===== src/rtl/phy_rx_link_ctrl_if.sv =====
// Receive-path link interface: deserializer byte stream in, gated payload and link status out.
// master drives the byte stream; slave is the link controller.
interface phy_rx_link_ctrl_if;
  logic        rx_en;
  logic [7:0]  data_in;
  logic        data_in_valid;
  logic        code_err;
  logic [7:0]  data_out;
  logic        valid_out;
  logic        link_up;
  logic [1:0]  state;
  logic        sync_lost;
  logic [15:0] byte_cnt;

  modport master (
    output rx_en, data_in, data_in_valid, code_err,
    input  data_out, valid_out, link_up, state, sync_lost, byte_cnt
  );

  modport slave (
    input  rx_en, data_in, data_in_valid, code_err,
    output data_out, valid_out, link_up, state, sync_lost, byte_cnt
  );
endinterface


===== src/rtl/phy_rx_link_ctrl.sv =====
// PHY receive link-state controller: comma hunt, lock, payload gating and loss-of-sync detection.
// Runs at the byte rate; every output is registered.
module phy_rx_link_ctrl #(
  parameter logic [7:0]  COMMA    = 8'hBC,
  parameter int unsigned LOCK_CNT = 4,
  parameter int unsigned ERR_MAX  = 3,
  parameter int unsigned WIN_LEN  = 16
) (
  input logic               clk_f,
  input logic               reset,
  phy_rx_link_ctrl_if.slave rx
);

  typedef enum logic [1:0] {
    StDisabled = 2'd0,
    StHunt     = 2'd1,
    StLocking  = 2'd2,
    StActive   = 2'd3
  } state_e;

  localparam logic [3:0] LockCnt = 4'(LOCK_CNT);
  localparam logic [3:0] ErrMax  = 4'(ERR_MAX);
  localparam logic [7:0] WinLast = 8'(WIN_LEN - 1);

  state_e      state_q;
  logic [3:0]  bc_q;
  logic [3:0]  err_q;
  logic [7:0]  win_q;
  logic [15:0] byte_cnt_q;
  logic [7:0]  data_q;
  logic        valid_q;
  logic        link_q;
  logic        sync_q;

  logic       good_comma;
  logic [3:0] err_nxt;

  assign good_comma = (rx.data_in == COMMA) && !rx.code_err;
  assign err_nxt    = err_q + {3'b000, rx.code_err};

  always_ff @(posedge clk_f or posedge reset) begin
    if (reset) begin
      state_q    <= StDisabled;
      bc_q       <= '0;
      err_q      <= '0;
      win_q      <= '0;
      byte_cnt_q <= '0;
      data_q     <= '0;
      valid_q    <= 1'b0;
      link_q     <= 1'b0;
      sync_q     <= 1'b0;
    end else begin
      valid_q <= 1'b0;
      sync_q  <= 1'b0;
      if (rx.data_in_valid) data_q <= rx.data_in;

      // Disable wins everywhere; byte_cnt is kept until the next lock.
      if (!rx.rx_en) begin
        state_q <= StDisabled;
        link_q  <= 1'b0;
        bc_q    <= '0;
        err_q   <= '0;
        win_q   <= '0;
      end else begin
        unique case (state_q)
          StDisabled: state_q <= StHunt;

          StHunt: begin
            if (rx.data_in_valid && good_comma) begin
              state_q <= StLocking;
              bc_q    <= 4'd1;
            end
          end

          StLocking: begin
            if (rx.data_in_valid) begin
              if (good_comma) begin
                if (bc_q + 4'd1 == LockCnt) begin
                  state_q    <= StActive;
                  link_q     <= 1'b1;
                  bc_q       <= '0;
                  byte_cnt_q <= '0;
                  err_q      <= '0;
                  win_q      <= '0;
                end else begin
                  bc_q <= bc_q + 4'd1;
                end
              end else begin
                state_q <= StHunt;
                bc_q    <= '0;
              end
            end
          end

          StActive: begin
            if (rx.data_in_valid) begin
              // Loss of sync outranks the window rollover.
              if (err_nxt >= ErrMax) begin
                state_q <= StHunt;
                link_q  <= 1'b0;
                sync_q  <= 1'b1;
                err_q   <= '0;
                win_q   <= '0;
                bc_q    <= '0;
              end else begin
                if (!rx.code_err && rx.data_in != COMMA) begin
                  valid_q    <= 1'b1;
                  byte_cnt_q <= byte_cnt_q + 16'd1;
                end
                if (win_q == WinLast) begin
                  win_q <= '0;
                  err_q <= '0;
                end else begin
                  win_q <= win_q + 8'd1;
                  err_q <= err_nxt;
                end
              end
            end
          end

          default: state_q <= StDisabled;
        endcase
      end
    end
  end

  assign rx.data_out  = data_q;
  assign rx.valid_out = valid_q;
  assign rx.link_up   = link_q;
  assign rx.state     = state_q;
  assign rx.sync_lost = sync_q;
  assign rx.byte_cnt  = byte_cnt_q;

endmodule


===== src/flat_wrapper.sv =====
// flat-port wrapper written by rule: the top's interface ports become plain ports
module phy_rx_link_ctrl_flat 
#(
  parameter logic [7:0]  COMMA    = 8'hBC,
  parameter int unsigned LOCK_CNT = 4,
  parameter int unsigned ERR_MAX  = 3,
  parameter int unsigned WIN_LEN  = 16
)
  (clk_f, reset, rx_rx_en, rx_data_in, rx_data_in_valid, rx_code_err, rx_data_out, rx_valid_out, rx_link_up, rx_state, rx_sync_lost, rx_byte_cnt);
  phy_rx_link_ctrl_if rx_i ();
  input logic clk_f;
  input logic reset;
  input wire logic [$bits(rx_i.rx_en)-1:0] rx_rx_en;
  input wire logic [$bits(rx_i.data_in)-1:0] rx_data_in;
  input wire logic [$bits(rx_i.data_in_valid)-1:0] rx_data_in_valid;
  input wire logic [$bits(rx_i.code_err)-1:0] rx_code_err;
  output wire logic [$bits(rx_i.data_out)-1:0] rx_data_out;
  output wire logic [$bits(rx_i.valid_out)-1:0] rx_valid_out;
  output wire logic [$bits(rx_i.link_up)-1:0] rx_link_up;
  output wire logic [$bits(rx_i.state)-1:0] rx_state;
  output wire logic [$bits(rx_i.sync_lost)-1:0] rx_sync_lost;
  output wire logic [$bits(rx_i.byte_cnt)-1:0] rx_byte_cnt;
  assign rx_i.rx_en = rx_rx_en;
  assign rx_i.data_in = rx_data_in;
  assign rx_i.data_in_valid = rx_data_in_valid;
  assign rx_i.code_err = rx_code_err;
  assign rx_data_out = rx_i.data_out;
  assign rx_valid_out = rx_i.valid_out;
  assign rx_link_up = rx_i.link_up;
  assign rx_state = rx_i.state;
  assign rx_sync_lost = rx_i.sync_lost;
  assign rx_byte_cnt = rx_i.byte_cnt;
  phy_rx_link_ctrl #(.COMMA(COMMA), .LOCK_CNT(LOCK_CNT), .ERR_MAX(ERR_MAX), .WIN_LEN(WIN_LEN)) u_core (.clk_f(clk_f), .reset(reset), .rx(rx_i));
endmodule

===== config.mk =====
export PLATFORM = sky130hd
export DESIGN_NAME = phy_rx_link_ctrl_flat
export DESIGN_NICKNAME = d
export VERILOG_FILES = /design/src/rtl/phy_rx_link_ctrl_if.sv /design/src/rtl/phy_rx_link_ctrl.sv /design/src/flat_wrapper.sv
export SDC_FILE = /design/constraint.sdc
export NUM_CORES = 1
export LEC_CHECK = 0
export CAP_MARGIN = 20
export CORE_MARGIN = 2
export CORE_UTILIZATION = 44
export DETAILED_ROUTE_END_ITERATION = 8
export HOLD_SLACK_MARGIN = 0.05
export PLACE_DENSITY = 0.68
export SLEW_MARGIN = 20
export SYNTH_ARGS = -nofsm -noshare
export SYNTH_HDL_FRONTEND = slang
export SYNTH_SLANG_ARGS = --single-unit

===== constraint.sdc =====
create_clock -name clk_f -period 2.9 [get_ports clk_f]
set_input_delay 0.29 -clock clk_f [delete_from_list [all_inputs] [get_ports clk_f]]
set_output_delay 0.29 -clock clk_f [all_outputs]
set_load 0.005 [all_outputs]

# After elaboration in Yosys (flattened, before gate mapping)
# Index checks and enable logic that the tools add are counted.
# op_classes
eq_ne,22
mux,55
n_reduce_logical,11
n_lt_le_gt_ge,1
addsub,4
# ops
op,n
$mux W16,6
$mux W4,14
$mux W8,7
$pmux W16 S2,1
$add A16 B1 Y16 const B,1
$pmux W8 S2,1
$mux W1,15
$reduce_and A5 Y1,3
$mux W2,7
$ne A3 B2 Y1 const B,4
$pmux W4 S3,1
$add A8 B1 Y8 const B,1
$eq A8 B4 Y1 const B,1
$eq A8 B8 Y1 const B,1
$ne A8 B8 Y1 const B,1
$pmux W2 S4,1
$pmux W4 S2,1
$reduce_and A8 Y1,1
$ne A2 B1 Y1 const B,3
$ne A2 B2 Y1 const B,3
$ne A3 B3 Y1 const B,2
$reduce_and A6 Y1,1
$add A4 B1 Y4,1
$add A4 B1 Y4 const B,1
other kinds (12),15
# word_totals
output_inout_bits,29
ff_bits,45
word_cells,102

# Logic depth before layout (Yosys ltp)
# logic_depth
depth_word,7
depth_mapped,9
ltp_nobuf,8

# Least setup slack after synthesis
# No wires, ideal clock.
# synth_timing
path_type,reg-to-reg
start,reg u_core.err_q[0]
end,"reg u_core.byte_cnt_q[15], in the netlist u_core.rx.byte_cnt[15]"
arrival_ns,2.123
path_slack_ns,0.654
synth_period_minus_slack_ns,2.246
stages_incl_launch_ff,9
t_required_ns,2.776
cell_sequence,dfrtp_1 ha_1 ha_1 xor2_1 o21a_1 o41ai_4 nand4b_4 or2_4 a211o_1
# synth_via
elab_chain_cells,4
# synth_rtl
element,line,rtl
"start, declared",phy_rx_link_ctrl.sv:27,logic [3:0] err_q;
"start signal, assigned",phy_rx_link_ctrl.sv:115,err_q <= err_nxt;
$add A4 B1 Y4,phy_rx_link_ctrl.sv:39,"assign err_nxt = err_q + {3'b000, rx.code_err};"
$ge A4 B2 Y1,phy_rx_link_ctrl.sv:98,if (err_nxt >= ErrMax) begin
$ne A2 B2 Y1 (no source line),--,
$reduce_and A8 Y1 (no source line),--,
"end signal, assigned",phy_rx_link_ctrl.sv:108,byte_cnt_q <= byte_cnt_q + 16'd1;
"end, declared",phy_rx_link_ctrl.sv:29,logic [15:0] byte_cnt_q;
# Every way passes these cells.
# A chain may end at the register's enable or synchronous reset.

# Worst setup path after layout
# layout_timing
start,in rx_code_err
end,"reg u_core.byte_cnt_q[11], in the netlist u_core.rx.byte_cnt[11]"
# layout_via
elab_chain_cells,4
# layout_rtl
element,line,rtl
"start, declared",flat_wrapper.sv:16,input wire logic [$bits(rx_i.code_err)-1:0] rx_code_err;
$add A4 B1 Y4 or $logic_not A1 Y1 (tied branches),"phy_rx_link_ctrl.sv:39, phy_rx_link_ctrl.sv:38, phy_rx_link_ctrl.sv:106",
$ge A4 B2 Y1 (tied with other cells),phy_rx_link_ctrl.sv:98,
$ne A2 B2 Y1 (no source line) or $ne A2 B1 Y1 (tied branches),--,
$reduce_and A8 Y1 (no source line) *,--,
# Every way passes the cells marked *; elsewhere a longest branch is shown, timed or not.

==> reports/results.txt <==
The run finished with clean final reports. The global route total overflow came out at 0. Parity-gate share of the synthesized area counting xor and xnor cells: 0.339%.

The number of max-slew violations in the final report was 0; the distinct cell type count after synthesis was 54. The number of cells upsized or downsized after cts was 0; the count of nets left with antenna violations after detail routing was 0. Before CTS, the worst setup slack after placement is 0.173 ns. Adding up every negative setup slack in the final design gives 0 ns.

Of the total synthesized cell area, the portion taken by full adders, half adders and majority gates is 4.36%. The placeable core region was 5570 µm²; the number of placed instances, taps included was 375. By count the netlist is led by 45 x dfrtp_1, 29 x nand2_1, 20 x o31ai_1. The first detailed-routing pass took 4 iterations. The buffer count from post-CTS setup fixing was 0; the mean number of vias per cell was 5.67. For this block, the initial DRC count from the detailed router was 120. Yosys attributes the largest share of cell area to dfrtp_1 44%, o31ai_1 5.8%, ha_1 4.4%. The tools report the final-layout worst hold slack as 0.248 ns. The number of levels in the clock H-tree was 2; the layout overhead on the synthesized area was 25.2%.

The repair_antennas step left the layout with diodes totalling 0. The clock tree root driver cell is clkbuf_8. Startpoint type of the worst setup path: an input port. Cell with the most instances after synthesis: dfrtp_1. The worst path uses 82.1% of the clock period. The area fraction in compound gates after synthesis was 20.4%. The max-slew headroom at the worst pin is 67.5%, and the count of input and output buffers is 41. The logs give 1997 for the via count of the first global-routing pass and 0.520 ns for the minimum setup slack in the final design. Of all nets on the critical path, the largest fanout is 6. The number of antenna violations at the first check in global routing is 0.

The cell area after placement came out at 3110 µm². The worst path arrival time is 2.57 ns, and the flip-flop and latch count after synthesis is 45. The setup path with the least slack is of type in -> reg. Yosys printed 0 warnings. For this configuration, the core starts out at a cell density of 46.3%.

Summed over all nets, the half-perimeter wirelength after detailed placement is 3990 µm. The final RePlAce weighted congestion is 0.819, and the final design area excluding fillers is 3230 µm². STA classifies the critical path endpoint as a register.

The maximum number of pins on one net before global-route repair is 33. The worst register-to-register path has a setup slack of 0.58 ns. Counting I/O delays and the setup requirement, the final critical path takes 2.38 ns. Synthesis produced a netlist with a net count of 284. The finished layout holds 383 standard cells, fillers aside. The completed layout was analyzed and its total power is 1.75 mW. The tools report the final number of hold-violating endpoints as 0. The clock reaches the later pin of the worst-skew pair after 0.31 ns. For this design the ratio of total power to cell area is 542 nW/µm². After Yosys synthesis, and, or, nand and nor cells account for 25.0% of the synthesized area. The number of vias after detailed routing is 2170, and the horizontal die dimension is 80.6 µm.

The area share of the leading cell type in the synthesized netlist came out at 43.6%. In the global route stage, overall resource usage came out at 19.0%. In the synthesized netlist the dominant register cell turns out to be dfrtp_1. In this run, synthesis inferred 0 flip-flops with an integrated enable. By area, the combinational part of the netlist is dominated by simple AND/OR/NAND/NOR gates.

Summed over all instances, the cell type with the most area after synthesis is dfrtp_1. Cells fill 57.9% of the core in the end. The clock transition at the registers of the reported paths came out at 0.09 ns. The pin slew with the least headroom to its limit was 0.484 ns.

Row generation in the floorplan step produced 27 rows. For the worst vdd rail ir drop, the log shows 0.367 mV. The total CTS buffers was 5; the first-pass GRT wire length was 9510 µm. Setup repair after global routing left no endpoint under its margin. Across the run, the number of max-cap violations was 0. After synthesis, flip-flops and latches occupy 43.6% of the total area. The clock tree skew after final layout was 0.0104 ns; the maximum clock frequency was 420 MHz. Average size of a mapped cell: 9.85 µm². In this run the static leakage power is 1.36 nW. TritonCTS built the clock tree.

The run gives 2580 µm² as the netlist area before placement. The final number of setup-violating endpoints came out at 0. For this block, the routed nets add up to 5610 µm of wire. For the number of placed I/O pins, the log shows 42. The min-delay analysis places its worst path in the category in -> async. The chip height was 80.6 µm.

Dividing the detail-routed wire length by the instance count gives 14.7 µm. No sink is reached through more buffers than the 2 on the longest clock path. The cell count after synthesis came out at 262.

For the number of hold buffers added after CTS, the log shows 0. The tools report the clock sink count as 45. STA puts the critical path data required time at 3.09 ns.

For this run, asynchronously set or reset flops after synthesis account for 100%. The run gives 0 as the remaining routing DRC violations. For this run, the post-layout net count is 332.

The die covers 6490 µm². Of the post-synthesis cell area, the part taken by muxes is 3.88%. Of the cells placed in the final design, the portion with a size suffix greater than 1 is 11.6%.
where the power goes:
group,internal (mW),leakage (nW),switching [mW]
logic,0.259,0.710,0.197
registers,0.701,0.589,0.0893
clock network,0.281,0.0585,0.221
total,1.24,1.36,0.508
worst max-delay path, cell delays in order:
cell,delay [ns]
clkdlybuf4s50_1,0.42
ha_1,0.23
ha_1,0.29
nand2_1,0.11
nand3_2,0.11
o41ai_4,0.36
nand4b_4,0.13
or2_4,0.30
o311ai_1,0.31
cells in the final DEF (no fill, tap or decap), types with 3 or more instances in the layout:
cell type / n
mux2_2: 8
ha_1: 9
nand2b_1: 9
and2_1: 9
o211ai_1: 3
dfrtp_1: 45
inv_1: 4
o21ai_1: 14
o21ai_0: 4
nand3_1: 17
a21oi_1: 4
clkbuf_8: 6
or2_2: 3
nand2_1: 29
o41ai_1: 3
nand4b_1: 3
o31ai_1: 20
o21a_1: 4
clkdlybuf4s50_1: 41
nor2_1: 10
nand4_1: 3
a22o_1: 3
o311ai_1: 3
buf_4: 10
and3_1: 7
nor2b_1: 4
kinds of logic after synthesis:
kind of cell / Yosys count
buffers and inverters: 15
muxes: 9
adders and majority gates: 9
AOI/OAI and AO/OA: 70
xor gates and xnor gates: 1
DFF: 45
and+or+nand+nor: 113
layer usage:
layer / vias up / global-route usage [%] / part of all wire, %
met5: - / 0 / 0
met4: 0 / 8.47 / 1.7
met3: 8 / 3.26 / 4.4
met2: 58 / 29.2 / 45
met1: 1030 / 26.4 / 48
li1: 1074 / - / -
sequential cells by signal, summed over array words and instances (netlist names):
| name | cells |
|---|---|
| u_core.rx.byte_cnt | 16 |
| u_core.win_q | 8 |
| u_core.rx.valid_out | 1 |
| u_core.bc_q | 4 |
| u_core.rx.link_up | 1 |
| u_core.rx.sync_lost | 1 |
| u_core.err_q | 4 |
| u_core.rx.data_out | 8 |
| u_core.rx.state | 2 |
path summary, 6_finish.rpt:
kind	from	to	cells past startpoint
setup / recovery	rx_code_err	u_core.rx.byte_cnt[11]	9
hold / removal	reset	u_core.rx.data_out[7]	2
setup reg to reg	u_core.err_q[0]	u_core.rx.byte_cnt[11]	8
hold reg to reg	u_core.win_q[7]	u_core.win_q[7]	1
max in group asynchronous	reset	u_core.win_q[3]	3
min in group clk_f	u_core.win_q[7]	u_core.win_q[7]	1
final cells by class:
type | count | area [µm²]
Fill cell | 496 | 2340
Multi-Input combinational cell | 202 | 1390
Sequential cell | 45 | 1130
Timing Repair Buffer | 51 | 485
Tap cell | 72 | 90.1
Clock buffer | 7 | 86.3
Clock inverter | 1 | 30.0
Inverter | 5 | 18.8
Power figures use the tool's default switching activity.
